$ cat config.mk
export PLATFORM = sky130hd
export DESIGN_NAME = fifo_dc_rd_stream
export DESIGN_NICKNAME = d
export VERILOG_FILES = /design/src/rtl/qick_fifo_pkg.sv /design/src/rtl/axis_skid_2.sv /design/src/rtl/fifo_dc_rd_stream.sv
export SDC_FILE = /design/constraint.sdc
export NUM_CORES = 1
export LEC_CHECK = 0
export BUFFER_PORTS_ARGS = -buffer_cell sky130_fd_sc_hd__buf_4
export CORE_MARGIN = 2
export CORE_UTILIZATION = 42
export CTS_CLUSTER_DIAMETER = 100
export CTS_CLUSTER_SIZE = 8
export DETAILED_ROUTE_END_ITERATION = 6
export GPL_TIMING_DRIVEN = 0
export PLACE_DENSITY = 0.66
export REMOVE_ABC_BUFFERS = 1
export SETUP_SLACK_MARGIN = 0.15
export SYNTH_ARGS = -nofsm -noshare
export SYNTH_HDL_FRONTEND = slang
export SYNTH_SLANG_ARGS = --single-unit
$ cat constraint.sdc
create_clock -name clk_i -period 2.15 [get_ports clk_i]
set_input_delay 0.215 -clock clk_i [delete_from_list [all_inputs] [get_ports clk_i]]
set_output_delay 0.215 -clock clk_i [all_outputs]
set_load 0.1 [all_outputs]
$ cat src/rtl/qick_fifo_pkg.sv
// Shared types and constants for the dual-clock FIFO read-side drain logic.
package qick_fifo_pkg;

  localparam int unsigned RD_LAT_MAX = 7;
  localparam int unsigned CNT_W      = 3;

  typedef enum logic [1:0] {
    SETTLE,
    READY,
    FLUSH
  } rd_state_t;

endpackage

$ cat src/rtl/axis_skid_2.sv
// Two-entry FIFO-ordered valid/ready buffer. The output is always the oldest entry.
module axis_skid_2 #(
  parameter int unsigned DW = 16
) (
  input  logic          clk_i,
  input  logic          rst_ni,
  input  logic          clr_i,
  input  logic          s_valid_i,
  input  logic [DW-1:0] s_data_i,
  output logic          s_free_o,
  output logic          m_valid_o,
  input  logic          m_ready_i,
  output logic [DW-1:0] m_data_o
);

  logic [1:0]    cnt_d, cnt_q;
  logic [DW-1:0] e0_d, e0_q, e1_d, e1_q;
  logic          push, pop;

  assign s_free_o  = (cnt_q != 2'd2);
  assign m_valid_o = (cnt_q != 2'd0);
  assign m_data_o  = e0_q;

  always_comb begin
    push  = s_valid_i && s_free_o;
    pop   = m_valid_o && m_ready_i;
    cnt_d = cnt_q;
    e0_d  = e0_q;
    e1_d  = e1_q;
    if (clr_i) begin
      cnt_d = 2'd0;
    end else begin
      unique case ({push, pop})
        2'b10: begin
          if (cnt_q == 2'd0) e0_d = s_data_i;
          else               e1_d = s_data_i;
          cnt_d = cnt_q + 2'd1;
        end
        2'b01: begin
          e0_d  = e1_q;
          cnt_d = cnt_q - 2'd1;
        end
        // Simultaneous capture and removal: occupancy unchanged, order kept.
        2'b11: begin
          if (cnt_q == 2'd1) begin
            e0_d = s_data_i;
          end else begin
            e0_d = e1_q;
            e1_d = s_data_i;
          end
        end
        default: ;
      endcase
    end
  end

  always_ff @(posedge clk_i) begin
    if (!rst_ni) begin
      cnt_q <= 2'd0;
      e0_q  <= '0;
      e1_q  <= '0;
    end else begin
      cnt_q <= cnt_d;
      e0_q  <= e0_d;
      e1_q  <= e1_d;
    end
  end

endmodule

$ cat src/rtl/fifo_dc_rd_stream.sv
// Read-side drain stage: issues safe pops from a look-ahead BRAM FIFO and streams words out.
// Optional FIFO_RD_STATS_EN adds handshake (words_o) and stall (stall_o) counters.
module fifo_dc_rd_stream
  import qick_fifo_pkg::*;
#(
  parameter int unsigned DW     = 16,
  parameter int unsigned RD_LAT = 3
) (
  input  logic          clk_i,
  input  logic          rst_ni,
  input  logic          fifo_empty_i,
  input  logic [DW-1:0] fifo_dt_i,
  output logic          fifo_pop_o,
  output logic          fifo_rd_en_o,
  input  logic          flush_i,
  output logic          m_valid_o,
  input  logic          m_ready_i,
  output logic [DW-1:0] m_data_o,
`ifdef FIFO_RD_STATS_EN
  output logic [31:0]   words_o,
  output logic [31:0]   stall_o,
`endif
  output logic          busy_o
);

  localparam logic [CNT_W-1:0] LatCnt    = CNT_W'(RD_LAT);
  // The pop cycle itself is the first settle cycle.
  localparam logic [CNT_W-1:0] LatCntPop = CNT_W'(RD_LAT - 1);

  rd_state_t        state_d, state_q;
  logic [CNT_W-1:0] cnt_d, cnt_q;
  logic             seen_d, seen_q;
  logic             rd_en_q;
  logic             capture;
  logic             s_free;

  always_comb begin
    state_d = state_q;
    cnt_d   = cnt_q;
    seen_d  = seen_q;
    capture = 1'b0;
    if (flush_i) begin
      state_d = FLUSH;
      seen_d  = 1'b0;
      cnt_d   = LatCnt;
    end else begin
      unique case (state_q)
        SETTLE: begin
          if (cnt_q == '0) state_d = READY;
          else             cnt_d   = cnt_q - CNT_W'(1);
        end
        READY: begin
          if (!fifo_empty_i && s_free) begin
            capture = 1'b1;
            state_d = SETTLE;
            cnt_d   = LatCntPop;
          end
        end
        FLUSH: begin
          // Wait for the FIFO to report empty, then let its pointers settle.
          if (!seen_q) begin
            if (fifo_empty_i) begin
              seen_d = 1'b1;
              cnt_d  = LatCntPop;
            end
          end else if (cnt_q == '0) begin
            state_d = SETTLE;
            cnt_d   = LatCnt;
          end else begin
            cnt_d = cnt_q - CNT_W'(1);
          end
        end
        default: state_d = SETTLE;
      endcase
    end
  end

  always_ff @(posedge clk_i) begin
    if (!rst_ni) begin
      state_q <= SETTLE;
      cnt_q   <= LatCnt;
      seen_q  <= 1'b0;
      rd_en_q <= 1'b0;
    end else begin
      state_q <= state_d;
      cnt_q   <= cnt_d;
      seen_q  <= seen_d;
      rd_en_q <= 1'b1;
    end
  end

  assign fifo_pop_o   = capture;
  assign fifo_rd_en_o = rd_en_q;
  assign busy_o       = (state_q != READY);

  axis_skid_2 #(
    .DW (DW)
  ) u_skid (
    .clk_i     (clk_i),
    .rst_ni    (rst_ni),
    .clr_i     (flush_i),
    .s_valid_i (capture),
    .s_data_i  (fifo_dt_i),
    .s_free_o  (s_free),
    .m_valid_o (m_valid_o),
    .m_ready_i (m_ready_i),
    .m_data_o  (m_data_o)
  );

`ifdef FIFO_RD_STATS_EN
  logic [31:0] words_d, words_q, stall_d, stall_q;

  always_comb begin
    words_d = words_q;
    stall_d = stall_q;
    if (flush_i) begin
      words_d = '0;
      stall_d = '0;
    end else begin
      if (m_valid_o && m_ready_i) words_d = words_q + 32'd1;
      if (state_q == READY && !fifo_empty_i && !s_free && stall_q != '1) begin
        stall_d = stall_q + 32'd1;
      end
    end
  end

  always_ff @(posedge clk_i) begin
    if (!rst_ni) begin
      words_q <= '0;
      stall_q <= '0;
    end else begin
      words_q <= words_d;
      stall_q <= stall_d;
    end
  end

  assign words_o = words_q;
  assign stall_o = stall_q;
`endif

endmodule

======== After elaboration in Yosys (flattened, before gate mapping) ========
Cells that the tools add are included.
storage, ports and cells
  flip-flop bits (word level) ............. 41
  input port bits ......................... 21
cells by class
  $add $sub $neg .......................... 3
  reduce and logical (&&, ||, !) cells .... 18
  mux-type cells .......................... 25
  bitwise logic cells ..................... 2
  equal/unequal tests ..................... 21
operator list
  kind                 count
  $mux 16              4
  $pmux 16 s3          1
  $pmux 16 s2          1
  $ne 2x2->1 const B   8
  $reduce_and 4->1     4
  $mux 3               5
  $ne 3x3->1 const B   5
  $mux 2               5
  $pmux 3 s3           1
  $eq 2x1->1 const B   3
  $eq 2x2->1 const B   3
  $mux 1               6
  $pmux 2 s3           1
  $reduce_bool 2->1    3
  $reduce_bool 3->1    2
  $logic_not 2->1      2
  $ne 2x1->1 const B   2
  $pmux 2 s2           1
  $logic_and 1x1->1    3
  $logic_not 3->1      1
  $reduce_and 3->1     1
  $sub 3x1->3 const B  1
  $add 2x1->2 const B  1
  $not 1->1            2
  other kinds (3)      3

======== Longest topological paths before layout ========
Gate-level depths: netlist of the first run.
  depth after elaboration ................. 9
  mapped depth ............................ 10

======== By module ========
A second synthesis of the first run with hierarchy kept.
second synthesis, totals
  cells, all modules ...................... 263
  area, all modules ....................... 2453.6 um2
modules (own cells, without submodules)
  module             area an instance (um2)  cells each  times used
  axis_skid_2        2004.4                  209         1
  fifo_dc_rd_stream  449.2                   54          1

======== Worst setup path after synthesis of the first run ========
Ideal clock, no wire load.
  path kind ............................... register to register
  from .................................... register u_skid.cnt_q[0]
  to ...................................... register u_skid.e1_q[0]
  setup slack ............................. 0.150 ns
  period minus slack after synthesis ...... 2.000 ns
  setup time .............................. 0.116 ns
  path buffers ............................ 1
  data required time ...................... 2.034 ns
  arrival ................................. 1.884 ns
  stages on the path, launching flop included .. 11
  path through ............................ dfxtp_1 inv_1 ha_1 nor2_1 and3_1 ha_1 nand2_2 o211ai_4 buf_6 mux2i_1 nor2b_1
between the ends
  cells in the longest elaborated chain, start to end .. 9
  elaborated cells between the ends (all ways) .. 17
RTL lines
  element                                                                  line                     RTL
  start, declared                                                          axis_skid_2.sv:16        logic [1:0] cnt_d, cnt_q;
  start signal, assigned                                                   axis_skid_2.sv:63        cnt_q <= cnt_d;
  $ne 2x2->1                                                               axis_skid_2.sv:20        assign s_free_o = (cnt_q != 2'd2);
  $logic_and 1x1->1                                                        fifo_dc_rd_stream.sv:53  if (!fifo_empty_i && s_free) begin
  $mux 1                                                                   fifo_dc_rd_stream.sv:53
  $mux 1                                                                   fifo_dc_rd_stream.sv:47  unique case (state_q)
  $mux 1                                                                   fifo_dc_rd_stream.sv:42  if (flush_i) begin
  $logic_and 1x1->1                                                        axis_skid_2.sv:25        push = s_valid_i && s_free_o;
  $eq 2x2->1                                                               axis_skid_2.sv:33        unique case ({push, pop})
  $ne 2x2->1 (no source line) / $reduce_bool 2->1 (equally long branches)  n/a
  $reduce_and 4->1 (no source line)                                        n/a
  end signal, assigned                                                     axis_skid_2.sv:61        e1_q <= '0;
  end signal, assigned                                                     axis_skid_2.sv:65        e1_q <= e1_d;
  end, declared                                                            axis_skid_2.sv:17        logic [DW-1:0] e0_d, e0_q, e1_d, e1_q;
Parallel ways exist; a longest one is shown, timed or not.
A chain may end at the register's enable or synchronous reset.

======== Worst setup path in the final report of the first run ========
  from .................................... register u_skid.cnt_q[1]
  to ...................................... register u_skid.e1_q[10]
The elaborated chain is that of the path after synthesis.

==> flow_metrics.env, run 1 <==
export IMPL_status="finished clean"
export IMPL_ant_nets=0
export IMPL_power_density_mw_per_mm2=569
export IMPL_drc=0
export IMPL_root_buffer="clkbuf_8"
export IMPL_die_h_um=73.8
export IMPL_drive_gt1_frac=0.424
export IMPL_clock_skew_ns=0.00483
export IMPL_worst_setup_path_type="register to register"
export IMPL_grt_overflow=0
export IMPL_fin_crit_ns=1.90
export IMPL_clock_latency_ns=0.29
export IMPL_clock_sinks=41
export IMPL_dp_hpwl_mm=2.68
export IMPL_crit_path_start_kind="register"
export IMPL_num_antenna_cells=0
export IMPL_final_max_slew_viol_count=0
export IMPL_synth_top_family_by_area="compound AO/OA/AOI/OAI gates"
export IMPL_vias=1570
export IMPL_grt_pass1_vias=1409
export IMPL_seq_area_frac_synth=0.401
export IMPL_synthAdderAreaFrac=0.0672
export IMPL_fill_cells=432
export IMPL_cts_tree="done"
export IMPL_core_area_sq_mm=0.00472
export IMPL_clk_pin_slew_ns=0.08
export IMPL_cp_required_ns=2.33
export IMPL_grt_max_degree=38
export IMPL_fmax_ghz=0.525
export IMPL_tightest_slew_ns=0.592
export IMPL_critical_path_max_fanout=8
export IMPL_area_delta_synth_final_pct=30.7
export IMPL_clockBufferDepth=2
export IMPL_maxCapViolCount=0
export IMPL_busiest_layer="met2"
export IMPL_viasPerCell=5.03
export IMPL_numCtsBuffers=5
export IMPL_dieArea_sq_mm=0.00545
export IMPL_final_common_cell="buf_4"
export IMPL_finalPower_mw=1.52
export IMPL_use_met2=0.262
export IMPL_fp_dieW_um=73.8
export IMPL_ir_drop_mv=0.418
export IMPL_track_usage=0.160
export IMPL_synth_mux_area_fraction=0.0831
export IMPL_synth_simple_gate_area_frac=0.119
export IMPL_p_leak_nw=1.17
export IMPL_boundaryPins=41
export IMPL_firstDrtPassIters=4
export IMPL_final_area_sq_mm=0.00268
export IMPL_setup_viol=0
export IMPL_hold_class="primary input to register"
export IMPL_ys_warnings_count=0
export IMPL_layout_common_cells="43 x buf_4, 39 x dfxtp_1, 19 x nor2b_1, 17 x mux2i_1"
export IMPL_route_detailed_wl_per_inst_um=13.9
export IMPL_synth_ff_latch_count=41
export IMPL_endpoint_kind="register"
export IMPL_hold_viol=0
export IMPL_port_buffers=40
export IMPL_worst_ep_arrival_time_ns=2.09
export IMPL_grt_pass1_wl_mm=6.70
export IMPL_fin_crit_sh=0.885
export IMPL_syn_cell_area_sq_mm=0.00205
export IMPL_max_slew_margin=0.604
export IMPL_placementRows=25
export IMPL_antenna_found_initial=0
export IMPL_drt_wl_total_mm=4.35
export IMPL_cts_htree_levels=2
export IMPL_place_gp_congestion=0.812
export IMPL_rsz0062_at_grt="false"
export IMPL_grtUsageMet1=0.206
export IMPL_drt_iter0_markers=45
export IMPL_netlist_instances=199
export IMPL_synth_compound_area_share=0.265
export IMPL_final_nets=276
export IMPL_initial_core_util=0.433
export IMPL_synth_xor_area_frac=0.00856
export IMPL_synth_lib_cells_used_distinct=36
export IMPL_grt_use_met3=0.0439
export IMPL_place_area_sq_mm=0.00239
export IMPL_postSynthAreaPerCell_sq_um=10.3
-- cell families after synthesis --
kind of cell,after synthesis
mux,17
xor+xnor,2
flops,41
buf+inv,20
simple gates,40
compound gates,68
fa+ha+maj,11
-- path summary, 6_finish.rpt --
| path | cells after the start | slack [ns] | to | from |
|---|---|---|---|---|
| worst min-delay path | 3 | 0.19 | u_skid.e1_q[15] | fifo_dt_i[15] |
| worst max-delay path | 9 | 0.25 | u_skid.e1_q[10] | u_skid.cnt_q[1] |
| worst max register to register | 9 | 0.25 | u_skid.e1_q[10] | u_skid.cnt_q[1] |
| worst min register to register | 2 | 0.52 | u_skid.e1_q[1] | u_skid.e1_q[1] |
-- registers in the layout, summed over array words and instances, names as in the netlist --
name and flops:
cnt_q 3, fifo_rd_en_o 1, seen_q 1, state_q 2, u_skid.cnt_q 2, u_skid.e1_q 16, u_skid.m_data_o 16
-- final cells by class --
type / instances / area (sq um) / area share
repair buffers: 46 / 398 / 0.149
clock inverters: 1 / 5.00 / 0.00187
well taps: 67 / 83.8 / 0.0313
flip-flops and latches: 41 / 823 / 0.308
multi-input cells: 139 / 1220 / 0.458
clock buffers: 7 / 96.3 / 0.0360
inverters: 11 / 43.8 / 0.0164
-- metal layers --
metal  part of all wire  vias to the layer above
met3              0.046                        4
met5                  0                        -
met2               0.48                       28
met4              0.010                        0
li1                   -                      801
met1               0.46                      737
-- power by group --
part / switching [mW] / total [mW] / internal (mW) / leakage, nW
logic: 0.121 / 0.202 / 0.0805 / 0.781
registers: 0.00669 / 0.778 / 0.771 / 0.332
clock network: 0.254 / 0.544 / 0.290 / 0.0542
-- critical path: stages (launching register included) --
cell      delay, ns
dfxtp_1        0.32
inv_1          0.15
ha_4           0.19
nand2b_4       0.17
inv_4          0.07
ha_4           0.18
o211ai_4       0.26
buf_12         0.18
mux2i_1        0.20
nor2b_1        0.07
-- cells in the mapped netlist --
| master | n | area share |
|---|---|---|
| nand2_2 | 2 | 0.0061 |
| nand2_1 | 3 | 0.0055 |
| or2_0 | 1 | 0.0031 |
| o21ai_1 | 3 | 0.0073 |
| a21oi_1 | 6 | 0.015 |
| nand4bb_1 | 1 | 0.0055 |
| nand2b_4 | 1 | 0.0067 |
| inv_1 | 10 | 0.018 |
| o21a_2 | 1 | 0.0043 |
| nor3b_1 | 1 | 0.0037 |
| inv_2 | 1 | 0.0018 |
| buf_6 | 4 | 0.022 |
| clkbuf_1 | 1 | 0.0018 |
| nand2b_1 | 1 | 0.0031 |
| and3_1 | 2 | 0.0061 |
| o21ai_0 | 2 | 0.0049 |
| nor2_1 | 6 | 0.011 |
| o211ai_1 | 1 | 0.0037 |
| a21oi_2 | 16 | 0.068 |
| o21ai_2 | 14 | 0.060 |
| a21boi_0 | 2 | 0.0073 |
| a31oi_1 | 1 | 0.0031 |
| buf_4 | 2 | 0.0073 |
| o2111ai_1 | 2 | 0.0086 |
| nand3b_1 | 2 | 0.0073 |
| mux2i_1 | 17 | 0.083 |
| buf_2 | 2 | 0.0049 |
| a22oi_1 | 16 | 0.059 |
| a211oi_1 | 1 | 0.0037 |
| o2111a_1 | 1 | 0.0055 |
| dfxtp_1 | 41 | 0.40 |
| nor2b_1 | 20 | 0.061 |
| ha_1 | 11 | 0.067 |
| xor2_1 | 2 | 0.0086 |
| o211ai_4 | 1 | 0.010 |
| o221ai_1 | 1 | 0.0043 |
-- stage by stage --
stage | utilization | std cells | hold slack, ns | setup WS (ns) | setup TNS, ns
after floorplan | - | 190 | 0.243 | -0.187 | -2.42
after CTS | 0.553 | 309 | 0.190 | 0.140 | 0
after global placement | 0.499 | 297 | 0.479 | -0.621 | -10.33
after detailed placement | 0.506 | 298 | 0.490 | -0.0987 | -2.03
final | 0.566 | 312 | 0.193 | 0.246 | 0
after global routing | 0.566 | 312 | 0.200 | 0.129 | 0
-- repair_timing --
item,in CTS,in global routing
resized for setup,15,9
setup buffers,1,3
cloned,2,0
pin swaps,2,3
setup endpoints to repair,32,30
hold buffers,0,0
Power figures use the tool's default switching activity.
==> inputs of run 2 (changes only) <==
--- a/config.mk
+++ b/config.mk
@@ -6,15 +6,18 @@
 export NUM_CORES = 1
 export LEC_CHECK = 0
 export BUFFER_PORTS_ARGS = -buffer_cell sky130_fd_sc_hd__buf_4
+export CELL_PAD_IN_SITES_DETAIL_PLACEMENT = 1
+export CELL_PAD_IN_SITES_GLOBAL_PLACEMENT = 1
 export CORE_MARGIN = 2
-export CORE_UTILIZATION = 42
+export CORE_UTILIZATION = 38
 export CTS_CLUSTER_DIAMETER = 100
 export CTS_CLUSTER_SIZE = 8
 export DETAILED_ROUTE_END_ITERATION = 6
 export GPL_TIMING_DRIVEN = 0
-export PLACE_DENSITY = 0.66
+export PLACE_DENSITY_LB_ADDON = 0.1
 export REMOVE_ABC_BUFFERS = 1
 export SETUP_SLACK_MARGIN = 0.15
+export SKIP_CTS_REPAIR_TIMING = 1
 export SYNTH_ARGS = -nofsm -noshare
 export SYNTH_HDL_FRONTEND = slang
 export SYNTH_SLANG_ARGS = --single-unit
==> run 2 against run 1 <==
Effect of this change: fmax shrank 2.3%; combinational power up 2%; register-to-register slack worse by 0.05 ns; first-iteration DRC count fell by 18%; sequential share of layout area hardly changed; utilization fell by 4.6 points; worst setup slack worse by 0.045 ns; highest routed layer unchanged; routed wire length is 28% higher; critical endpoint is now u_skid.e1_q[11]; final area did not move.
==> flow_metrics.env, run 2 (same netlist as run 1, synthesis figures left out) <==
export IMPL_firstDrtPassIters=4
export IMPL_whs_path_depth=3
export IMPL_antenna_found_initial=0
export IMPL_status="finished clean"
export IMPL_reg2reg_to="u_skid.e1_q[11]"
export IMPL_core_area_sq_mm=0.00514
export IMPL_placementRows=26
export IMPL_maxCapViolCount=0
export IMPL_dp_hpwl_mm=3.63
export IMPL_critical_path_max_fanout=5
export IMPL_fp_dieW_um=77.4
export IMPL_viasPerCell=5.34
export IMPL_power_density_mw_per_mm2=563
export IMPL_finalPower_mw=1.51
export IMPL_numCtsBuffers=5
export IMPL_clock_sinks=41
export IMPL_root_buffer="clkbuf_8"
export IMPL_max_slew_margin=0.695
export IMPL_r2r_cells=9
export IMPL_p_leak_nw=1.16
export IMPL_fmax_ghz=0.513
export IMPL_route_detailed_wl_per_inst_um=17.6
export IMPL_place_area_sq_mm=0.00239
export IMPL_final_max_slew_viol_count=0
export IMPL_r2r_start="u_skid.cnt_q[1]"
export IMPL_clockBufferDepth=2
export IMPL_hold_viol=0
export IMPL_grt_pass1_wl_mm=8.48
export IMPL_num_antenna_cells=0
export IMPL_tightest_slew_ns=0.456
export IMPL_fin_crit_sh=0.906
export IMPL_rsz0062_at_grt="false"
export IMPL_clock_latency_ns=0.30
export IMPL_ant_nets=0
export IMPL_drt_iter0_markers=37
export IMPL_clock_skew_ns=0.00991
export IMPL_drt_wl_total_mm=5.56
export IMPL_vias=1682
export IMPL_grt_pass1_vias=1810
export IMPL_endpoint_kind="register"
export IMPL_cts_tree="done"
export IMPL_track_usage=0.177
export IMPL_min_delay_start="fifo_dt_i[1]"
export IMPL_final_nets=277
export IMPL_dieArea_sq_mm=0.00599
export IMPL_worst_ep_arrival_time_ns=2.14
export IMPL_timing_hold_ws_ns=0.189
export IMPL_port_buffers=40
export IMPL_drc=0
export IMPL_worst_setup_path_type="register to register"
export IMPL_crit_path_start_kind="register"
export IMPL_grt_overflow=0
export IMPL_fin_crit_ns=1.95
export IMPL_cp_required_ns=2.34
export IMPL_layout_common_cells="43 x buf_4, 38 x dfxtp_1, 19 x nor2b_1, 17 x mux2i_1, 15 x a21oi_2"
export IMPL_cts_htree_levels=2
export IMPL_grt_max_degree=38
export IMPL_setup_viol=0
export IMPL_ir_drop_mv=0.395
export IMPL_hold_class="primary input to register"
export IMPL_area_delta_synth_final_pct=30.7
export IMPL_die_h_um=77.4
export IMPL_final_area_sq_mm=0.00268
export IMPL_final_common_cell="buf_4"
export IMPL_place_gp_congestion=0.772
export IMPL_initial_core_util=0.398
export IMPL_boundaryPins=41
export IMPL_clk_pin_slew_ns=0.08
export IMPL_reg2reg_setup_slack_ns=0.20
export IMPL_worstHoldEndpoint="u_skid.e1_q[1]"
export IMPL_drive_gt1_frac=0.429
==> run 2: worst max-delay path, stage by stage, from the launching register on <==
cell and delay [ns]:
dfxtp_2 0.34, inv_1 0.13, ha_4 0.18, nand2b_4 0.18
inv_6 0.07, ha_4 0.18, o211ai_4 0.29, clkbuf_16 0.22
mux2i_1 0.18, nor2b_1 0.06
==> run 2: how the worst max path moves through the flow <==
stage / startpoint / to / slack, ns / cells after the start
after floorplan: u_skid.cnt_q[0] / u_skid.m_data_o[0] / -0.19 / 6
after global placement: u_skid.cnt_q[0] / u_skid.m_data_o[0] / -0.61 / 5
after detailed placement: u_skid.cnt_q[0] / u_skid.e1_q[14] / -0.18 / 8
after CTS: u_skid.cnt_q[1] / u_skid.e1_q[14] / -0.20 / 8
after global routing: u_skid.cnt_q[1] / u_skid.e1_q[0] / 0.12 / 9
final: u_skid.cnt_q[1] / u_skid.e1_q[11] / 0.20 / 9
==> run 2: per-layer routing <==
| layer | wire (um) | vias up | track usage |
|---|---|---|---|
| li1 | - | 804 | - |
| met1 | 2270 | 834 | 0.192 |
| met3 | 223 | 11 | 0.0488 |
| met2 | 2990 | 33 | 0.334 |
| met5 | 0 | - | 0 |
| met4 | 81 | 0 | 0.0482 |
==> run 2: stage by stage <==
step,setup WS (ns),TNS [ns],util,std cells
2_1_floorplan,-0.187,-2.42,-,190
3_3_place_gp,-0.611,-10.25,0.459,300
3_5_place_dp,-0.180,-4.60,0.465,301
4_1_cts,-0.199,-5.29,0.482,308
5_1_grt,0.119,0,0.520,315
6_report,0.201,0,0.520,315
==> run 2: area by class of cell <==
| class | count | area [sq um] |
|---|---|---|
| Clock buffer | 6 | 82.6 |
| Multi-Input combinational cell | 139 | 1230 |
| Inverter | 11 | 46.3 |
| Tap cell | 70 | 87.6 |
| Sequential cell | 41 | 825 |
| Clock inverter | 1 | 7.51 |
| Fill cell | 586 | 2460 |
| Timing Repair Buffer | 47 | 399 |
==> run 2: power breakdown <==
part / leakage, nW / internal, mW / switching, mW
clock network: 0.0433 / 0.254 / 0.268
logic: 0.782 / 0.0802 / 0.126
registers: 0.333 / 0.771 / 0.00752
